File: src/rtl/mc_pkg.sv
// mc_pkg: shared constants and types for the multicycle MIPS control unit.
//   - State encodings for the control FSM (4-bit base encoding).
//   - Opcode constants decoded in DECODE.
//   - aluop codes consumed by aludec.
//   - alusrcb / pcsrc mux select constants.
//   - ctrl_t: the Moore output bundle produced from the current state.
package mc_pkg;

  localparam logic [3:0] S_FETCH   = 4'd0;
  localparam logic [3:0] S_DECODE  = 4'd1;
  localparam logic [3:0] S_MEMADR  = 4'd2;
  localparam logic [3:0] S_MEMRD   = 4'd3;
  localparam logic [3:0] S_MEMWB   = 4'd4;
  localparam logic [3:0] S_MEMWR   = 4'd5;
  localparam logic [3:0] S_RTYPEEX = 4'd6;
  localparam logic [3:0] S_RTYPEWB = 4'd7;
  localparam logic [3:0] S_BEQEX   = 4'd8;
  localparam logic [3:0] S_ADDIEX  = 4'd9;
  localparam logic [3:0] S_ADDIWB  = 4'd10;
  localparam logic [3:0] S_JEX     = 4'd11;
  localparam logic [3:0] S_BNEEX   = 4'd12;

  localparam logic [5:0] OP_LW    = 6'b100011;
  localparam logic [5:0] OP_SW    = 6'b101011;
  localparam logic [5:0] OP_RTYPE = 6'b000000;
  localparam logic [5:0] OP_BEQ   = 6'b000100;
  localparam logic [5:0] OP_ADDI  = 6'b001000;
  localparam logic [5:0] OP_J     = 6'b000010;
  localparam logic [5:0] OP_BNE   = 6'b000101;

  localparam logic [1:0] ALUOP_ADD   = 2'b00;
  localparam logic [1:0] ALUOP_SUB   = 2'b01;
  localparam logic [1:0] ALUOP_FUNCT = 2'b10;

  localparam logic [1:0] SRCB_B     = 2'b00;
  localparam logic [1:0] SRCB_FOUR  = 2'b01;
  localparam logic [1:0] SRCB_IMM   = 2'b10;
  localparam logic [1:0] SRCB_IMMSH = 2'b11;

  localparam logic [1:0] PCSRC_ALU    = 2'b00;
  localparam logic [1:0] PCSRC_ALUOUT = 2'b01;
  localparam logic [1:0] PCSRC_JUMP   = 2'b10;

  typedef struct packed {
    logic       pcwrite;
    logic       branch;
    logic       memwrite;
    logic       irwrite;
    logic       regwrite;
    logic       alusrca;
    logic [1:0] alusrcb;
    logic       iord;
    logic       memtoreg;
    logic       regdst;
    logic [1:0] pcsrc;
    logic [1:0] aluop;
  } ctrl_t;

endpackage

File: src/rtl/mc_controller_aludec.sv
// aludec: ALU function decoder shared with the single-cycle control path.
//   funct      [5:0] in  : instr[5:0]
//   aluop      [1:0] in  : 00 add, 01 sub, otherwise funct decode
//   alucontrol [2:0] out : ALU function select
module aludec (
  input  logic [5:0] funct,
  input  logic [1:0] aluop,
  output logic [2:0] alucontrol
);

  always_comb begin
    alucontrol = 3'b000;
    case (aluop)
      2'b00: alucontrol = 3'b010;
      2'b01: alucontrol = 3'b110;
      default: begin
        case (funct)
          6'b100000: alucontrol = 3'b010;
          6'b100010: alucontrol = 3'b110;
          6'b100100: alucontrol = 3'b000;
          6'b100101: alucontrol = 3'b001;
          6'b101010: alucontrol = 3'b111;
          default:   alucontrol = 3'b000;
        endcase
      end
    endcase
  end

endmodule

File: src/rtl/mc_controller.sv
// mc_controller: multicycle MIPS control unit (Moore FSM, 3-5 cycles/instr).
// Optional build macro: MC_CTRL_BNE_EN adds the bne instruction (BNEEX state).
// Ports:
//   clk, reset_n            clock, asynchronous active-low reset
//   op, funct               instruction fields from IR
//   zero                    ALU zero flag (same cycle)
//   pcen                    PC write enable = pcwrite | taken branch
//   memwrite, irwrite,      memory write, IR load,
//   regwrite                register file write
//   alusrca, alusrcb        ALU operand selects
//   iord, memtoreg, regdst  address / writeback data / dest reg selects
//   pcsrc, alucontrol       next-PC select, ALU function
//   state_o                 current state (debug)
module mc_controller
  import mc_pkg::*;
#(
  parameter int STATE_W = 4  // must be >= 4
) (
  input  logic               clk,
  input  logic               reset_n,
  input  logic [5:0]         op,
  input  logic [5:0]         funct,
  input  logic               zero,
  output logic               pcen,
  output logic               memwrite,
  output logic               irwrite,
  output logic               regwrite,
  output logic               alusrca,
  output logic [1:0]         alusrcb,
  output logic               iord,
  output logic               memtoreg,
  output logic               regdst,
  output logic [1:0]         pcsrc,
  output logic [2:0]         alucontrol,
  output logic [STATE_W-1:0] state_o
);

  localparam logic [STATE_W-1:0] ST_FETCH   = STATE_W'(S_FETCH);
  localparam logic [STATE_W-1:0] ST_DECODE  = STATE_W'(S_DECODE);
  localparam logic [STATE_W-1:0] ST_MEMADR  = STATE_W'(S_MEMADR);
  localparam logic [STATE_W-1:0] ST_MEMRD   = STATE_W'(S_MEMRD);
  localparam logic [STATE_W-1:0] ST_MEMWB   = STATE_W'(S_MEMWB);
  localparam logic [STATE_W-1:0] ST_MEMWR   = STATE_W'(S_MEMWR);
  localparam logic [STATE_W-1:0] ST_RTYPEEX = STATE_W'(S_RTYPEEX);
  localparam logic [STATE_W-1:0] ST_RTYPEWB = STATE_W'(S_RTYPEWB);
  localparam logic [STATE_W-1:0] ST_BEQEX   = STATE_W'(S_BEQEX);
  localparam logic [STATE_W-1:0] ST_ADDIEX  = STATE_W'(S_ADDIEX);
  localparam logic [STATE_W-1:0] ST_ADDIWB  = STATE_W'(S_ADDIWB);
  localparam logic [STATE_W-1:0] ST_JEX     = STATE_W'(S_JEX);
`ifdef MC_CTRL_BNE_EN
  localparam logic [STATE_W-1:0] ST_BNEEX   = STATE_W'(S_BNEEX);
`endif

  logic [STATE_W-1:0] r_state;
  logic [STATE_W-1:0] w_next;
  ctrl_t              w_ctrl;
`ifdef MC_CTRL_BNE_EN
  logic               w_bne;
`endif

  // Reset forces FETCH immediately; since every output is decoded from the
  // state, no write strobe from an interrupted instruction survives reset.
  always_ff @(posedge clk or negedge reset_n) begin
    if (!reset_n) r_state <= ST_FETCH;
    else          r_state <= w_next;
  end

  always_comb begin
    w_next = ST_FETCH;
    case (r_state)
      ST_FETCH: w_next = ST_DECODE;
      ST_DECODE: begin
        case (op)
          OP_LW, OP_SW: w_next = ST_MEMADR;
          OP_RTYPE:     w_next = ST_RTYPEEX;
          OP_BEQ:       w_next = ST_BEQEX;
          OP_ADDI:      w_next = ST_ADDIEX;
          OP_J:         w_next = ST_JEX;
`ifdef MC_CTRL_BNE_EN
          OP_BNE:       w_next = ST_BNEEX;
`endif
          // Unsupported op acts as a NOP: PC already advanced in FETCH.
          default:      w_next = ST_FETCH;
        endcase
      end
      ST_MEMADR:  w_next = (op == OP_LW) ? ST_MEMRD : ST_MEMWR;
      ST_MEMRD:   w_next = ST_MEMWB;
      ST_RTYPEEX: w_next = ST_RTYPEWB;
      ST_ADDIEX:  w_next = ST_ADDIWB;
      default:    w_next = ST_FETCH;
    endcase
  end

  // Unused state encodings fall into the default arm and decode as FETCH.
  always_comb begin
    w_ctrl = '0;
`ifdef MC_CTRL_BNE_EN
    w_bne  = 1'b0;
`endif
    case (r_state)
      ST_DECODE: w_ctrl.alusrcb = SRCB_IMMSH;
      ST_MEMADR: begin
        w_ctrl.alusrca = 1'b1;
        w_ctrl.alusrcb = SRCB_IMM;
      end
      ST_MEMRD: w_ctrl.iord = 1'b1;
      ST_MEMWB: begin
        w_ctrl.memtoreg = 1'b1;
        w_ctrl.regwrite = 1'b1;
      end
      ST_MEMWR: begin
        w_ctrl.iord     = 1'b1;
        w_ctrl.memwrite = 1'b1;
      end
      ST_RTYPEEX: begin
        w_ctrl.alusrca = 1'b1;
        w_ctrl.alusrcb = SRCB_B;
        w_ctrl.aluop   = ALUOP_FUNCT;
      end
      ST_RTYPEWB: begin
        w_ctrl.regdst   = 1'b1;
        w_ctrl.regwrite = 1'b1;
      end
      ST_BEQEX: begin
        w_ctrl.alusrca = 1'b1;
        w_ctrl.aluop   = ALUOP_SUB;
        w_ctrl.pcsrc   = PCSRC_ALUOUT;
        w_ctrl.branch  = 1'b1;
      end
`ifdef MC_CTRL_BNE_EN
      ST_BNEEX: begin
        w_ctrl.alusrca = 1'b1;
        w_ctrl.aluop   = ALUOP_SUB;
        w_ctrl.pcsrc   = PCSRC_ALUOUT;
        w_bne          = 1'b1;
      end
`endif
      ST_ADDIEX: begin
        w_ctrl.alusrca = 1'b1;
        w_ctrl.alusrcb = SRCB_IMM;
      end
      ST_ADDIWB: w_ctrl.regwrite = 1'b1;
      ST_JEX: begin
        w_ctrl.pcsrc   = PCSRC_JUMP;
        w_ctrl.pcwrite = 1'b1;
      end
      default: begin
        w_ctrl.irwrite = 1'b1;
        w_ctrl.pcwrite = 1'b1;
        w_ctrl.alusrcb = SRCB_FOUR;
        w_ctrl.pcsrc   = PCSRC_ALU;
      end
    endcase
  end

  aludec u_aludec (
    .funct      (funct),
    .aluop      (w_ctrl.aluop),
    .alucontrol (alucontrol)
  );

  // pcen is the only Mealy-style output: it folds in the live zero flag.
`ifdef MC_CTRL_BNE_EN
  assign pcen = w_ctrl.pcwrite | (w_ctrl.branch & zero) | (w_bne & ~zero);
`else
  assign pcen = w_ctrl.pcwrite | (w_ctrl.branch & zero);
`endif

  assign memwrite = w_ctrl.memwrite;
  assign irwrite  = w_ctrl.irwrite;
  assign regwrite = w_ctrl.regwrite;
  assign alusrca  = w_ctrl.alusrca;
  assign alusrcb  = w_ctrl.alusrcb;
  assign iord     = w_ctrl.iord;
  assign memtoreg = w_ctrl.memtoreg;
  assign regdst   = w_ctrl.regdst;
  assign pcsrc    = w_ctrl.pcsrc;
  assign state_o  = r_state;

endmodule

File: config.mk
export PLATFORM = sky130hd
export DESIGN_NAME = mc_controller
export DESIGN_NICKNAME = d
export VERILOG_FILES = /design/src/rtl/mc_pkg.sv /design/src/rtl/mc_controller_aludec.sv /design/src/rtl/mc_controller.sv
export SDC_FILE = /design/constraint.sdc
export NUM_CORES = 1
export LEC_CHECK = 0
export ABC_AREA = 1
export CORE_MARGIN = 2
export CORE_UTILIZATION = 38
export CTS_BUF_LIST = sky130_fd_sc_hd__clkbuf_4 sky130_fd_sc_hd__clkbuf_8 sky130_fd_sc_hd__clkbuf_16
export DETAILED_ROUTE_END_ITERATION = 16
export PLACE_DENSITY_LB_ADDON = 0.1
export SETUP_SLACK_MARGIN = 0.2
export SLEW_MARGIN = 30
export SYNTH_ARGS = -nofsm -noshare
export SYNTH_HDL_FRONTEND = slang
export SYNTH_SLANG_ARGS = --single-unit
export TNS_END_PERCENT = 20
File: constraint.sdc
create_clock -name clk -period 1.8 [get_ports clk]
set_input_delay 0.36 -clock clk [delete_from_list [all_inputs] [get_ports clk]]
set_output_delay 0.36 -clock clk [all_outputs]
set_load 0.05 [all_outputs]
==> results of run 1 <==
[through the flow]
step / cell area, µm² / TNS, ns / std cells / hold WS, ns / utilization (%)
3_5_place_dp: 1070 / -0.268 / 152 / 0.576 / 81.5
3_3_place_gp: 1070 / -0.107 / 152 / 0.566 / 81.5
2_1_floorplan: 584 / -0.214 / 104 / 0.0644 / -
[cells by family after synthesis]
group	Yosys count	share of synthesized area, %
buffers and inverters	23	15.9
AOI/OAI and AO/OA	9	10.6
and+or+nand+nor	68	55.2
DFF	4	18.4
[cell usage after synthesis]
cell type / instances / area [µm²]
inv_2: 2 / 7.51
o21ai_0: 2 / 10.0
nand2_1: 24 / 90.1
nand2_2: 3 / 18.8
o211ai_1: 1 / 7.51
inv_1: 21 / 78.8
nor2_1: 24 / 90.1
o21ai_2: 1 / 8.76
nand4_1: 1 / 6.26
dfrtp_1: 4 / 100
o22ai_1: 2 / 12.5
nor2_4: 2 / 22.5
a21oi_2: 1 / 8.76
nand3_1: 13 / 65.1
nand3b_1: 1 / 7.51
a21oi_1: 2 / 10.0
==> flow_metrics.tcl, run 1 <==
set metrics [dict create \
    cts_buffers 3 \
    cts_resized 24 \
    avgSynthCellArea_um2 5.23 \
    rows 13 \
    stop_error "[ERROR DPL-0033] detailed placement checks failed during check placement." \
    htree_levels 1 \
    yosysSeqAreaShare_pct 18.4 \
    clock_path_buffers 2 \
    cts_hold_buf 0 \
    synth_warnings 0 \
    die_y_um 41.8 \
    cts_setup_buffers 21 \
    clock_sinks 4 \
    outcome "did not finish" \
    syn_area_um2 544 \
    start_util_pct 41.3 \
    cts_root_buffer "clkbuf_4" \
    place.gp.congestion 0.765 \
    stop_stage "clock tree synthesis (4_1_cts)" \
    synth_nets 119 \
    synth_cell_types 16 \
    syn_inst 104 \
    ys_ff_latch 4 \
    dp_slack_ns -0.135 \
    hpwlAfterDp_mm 1.61 \
    die_w_um 41.8 \
    io_pins 34 \
    place.port_buffers 33 \
]
==> inputs of run 2 (changes only) <==
Settings changed: CORE_AREA from default to 2 2 63 65, CORE_MARGIN 2 to default, CORE_UTILIZATION 38 to default, CTS_BUF_LIST sky130_fd_sc_hd__clkbuf_4 sky130_fd_sc_hd__clkbuf_8 sky130_fd_sc_hd__clkbuf_16 to default, DIE_AREA from default to 0 0 65 67, PLACE_DENSITY_LB_ADDON 0.1 to 0.15, SETUP_SLACK_MARGIN 0.2 to default.
==> run 2 against run 1 <==
- the run now ends clean
- area after synthesis unchanged
- synthesized cell count stayed put
==> flow_metrics.tcl, run 2 <==
set metrics [dict create \
    crit_path_max_fanout 6 \
    syn_area_um2 544 \
    tns_ns 0 \
    gr-usage-met2_pct 16.0 \
    synth_nets 119 \
    clock_path_buffers 2 \
    grt_overflow_total 0 \
    powerDensity_nw_per_um2 1160 \
    synth_warnings 0 \
    largest_reg_flops 4 \
    slew_headroom_pct 78.8 \
    synth-main-ff-cell "dfrtp_1" \
    p_leak_nw 0.620 \
    clock.fmax_mhz 567 \
    n_fill_cell 393 \
    clock_sinks 4 \
    drv_slew 0 \
    drive_above_1_share_pct 40.3 \
    final-setup-viol-count 0 \
    fin_skew_ns 0.00272 \
    mostFrequentLayoutCell "nand2_1" \
    first_pass_iters 4 \
    grt_pass1_wl_mm 3.06 \
    drt_iter0_drc 8 \
    worstMarginPinSlew_ns 0.316 \
    areaGrowthSynthToFinish_pct 129 \
    wl_per_cell_um 9.69 \
    drt_wl_total_mm 1.86 \
    n_antenna_cell 0 \
    place.gp.congestion 0.806 \
    hold_violations 0 \
    min_path_type "input pin to async pin" \
    grt_pass1_vias 721 \
    vias_per_cell 3.91 \
    die_area_um2 4360 \
    p_sw_share_pct 50.4 \
    synthTopCellsByArea "dfrtp_1 18%, nand2_1 17%, nor2_1 17%" \
    placed_cell_area_um2 1120 \
    synthArstFlopShare_pct 100 \
    crit_required_ns 1.44 \
    hpwlAfterDp_mm 1.62 \
    cellInternalPower_uw 718 \
    seq_power_share_pct 11.9 \
    synth_enable_flop_cells 0 \
    die_w_um 65 \
    final_area_um2 1240 \
    syn_inst 104 \
    grt_use_met3_pct 1.35 \
    dp_slack_ns -0.125 \
    cts_hold_buf 0 \
    maxCapViolCount 0 \
    synth.top_cell.area_share_pct 18.4 \
    die_y_um 67 \
    io_pins 34 \
    tritoncts "done" \
    antenna_found_initial 0 \
    period_minus_slack_ns 1.77 \
    final_cell_mix "21 x nand2_1, 19 x nor2_1, 16 x inv_1, 16 x buf_12, 11 x nand3_1" \
    met1_usage_pct 10.4 \
    worstPathArrival_ns 1.41 \
    track_usage_pct 8.90 \
    outcome "completed" \
    cp-end-kind "output port" \
    place.port_buffers 33 \
    cts_root_buffer "clkbuf_8" \
    htree_levels 1 \
    synthTopCellsByCount "24 x nand2_1, 24 x nor2_1, 21 x inv_1" \
    yosysSeqAreaShare_pct 18.4 \
    fin_hold_ws_ns 0.343 \
    clock_latency_ns 0.21 \
    synth_cell_types 16 \
    core-area_um2 3610 \
    ant_nets 0 \
    clk_pin_slew_worst_paths_ns 0.03 \
    clkPwrFrac_pct 12.8 \
    finalCritPeriodShare_pct 98.1 \
    p_sw_uw 729 \
    avgSynthCellArea_um2 5.23 \
    rows 22 \
    ys_ff_latch 4 \
    drc 0 \
    grt_max_degree 8 \
    start_util_pct 15.1 \
    rsz0062_at_grt "yes" \
    vdd_drop_max_mv 0.250 \
    cts_buffers 3 \
    final_nets 161 \
    cp-start-kind "flop" \
    crit_type "flop to output port" \
    yosys.area.top_type "dfrtp_1" \
    grt.busiest_layer "met2" \
    worst_slack_ns 0.0349 \
    combPwrFrac_pct 75.3 \
    vias 751 \
]
## run 2: cell counts after synthesis
Identical to the previous run, type by type.
## run 2: area by class of cell
| type | count | area (µm²) | share of cell area (%) |
|---|---|---|---|
| Timing Repair Buffer | 37 | 515 | 41.4 |
| Multi-Input combinational cell | 77 | 435 | 35.0 |
| Sequential cell | 4 | 105 | 8.45 |
| Inverter | 23 | 86.3 | 6.94 |
| Tap cell | 48 | 60.1 | 4.83 |
| Clock buffer | 3 | 41.3 | 3.32 |
## run 2: path summary, 6_finish.rpt
| check | start | end | slack, ns | cells past startpoint |
|---|---|---|---|---|
| setup reg to reg | state_o[1] | state_o[2] | 0.57 | 5 |
| hold reg to reg | state_o[0] | state_o[2] | 0.77 | 4 |
| max in group asynchronous | reset_n | state_o[3] | 1.28 | 1 |
| setup / recovery | state_o[2] | regwrite | 0.03 | 5 |
| hold / removal | reset_n | state_o[1] | 0.34 | 1 |
| min in group clk | state_o[0] | state_o[2] | 0.77 | 4 |
## run 2: metal layers
| metal | share of wire [%] | wire length, µm |
|---|---|---|
| met1 | 44 | 818 |
| met2 | 52 | 962 |
| met3 | 4.2 | 79 |
| met4 | 0 | 0 |
| met5 | 0 | 0 |
## run 2: power groups by stage
| stage | Clock [mW] | Combinational (mW) | Sequential (mW) |
|---|---|---|---|
| after global routing | 0.195 | 1.15 | 0.178 |
| after global placement | 0 | 1.04 | 0.155 |
| after floorplan | 0 | 0.497 | 0.219 |
| final | 0.186 | 1.09 | 0.172 |
| after CTS | 0.192 | 1.06 | 0.163 |
| after detailed placement | 0 | 1.05 | 0.156 |
## run 2: logic make-up after synthesis
family | after synthesis | share of synthesized area, %
AO/OA/AOI/OAI | 9 | 10.6
AND/OR/NAND/NOR | 68 | 55.2
flip-flops | 4 | 18.4
buffers and inverters | 23 | 15.9
## run 2: through the flow
| step | std cells | util [%] | power (mW) |
|---|---|---|---|
| 2_1_floorplan | 104 | - | 0.716 |
| 3_3_place_gp | 186 | 31.0 | 1.20 |
| 3_5_place_dp | 186 | 31.0 | 1.20 |
| 4_1_cts | 190 | 32.9 | 1.41 |
| 5_1_grt | 192 | 34.5 | 1.53 |
| 6_report | 192 | 34.5 | 1.45 |
## run 2: critical path, stage by stage (launching register included)
cell and delay (ns):
dfrtp_2 0.46, inv_2 0.08, nand2_2 0.05, buf_4 0.15, o211ai_1 0.26, buf_12 0.18
## run 2: timing repair
action	in CTS	in global routing
setup buffers	1	2
setup endpoints to repair	6	7
pin swaps	4	6
gates resized for setup	9	16
(Power assumes the default switching activity.)
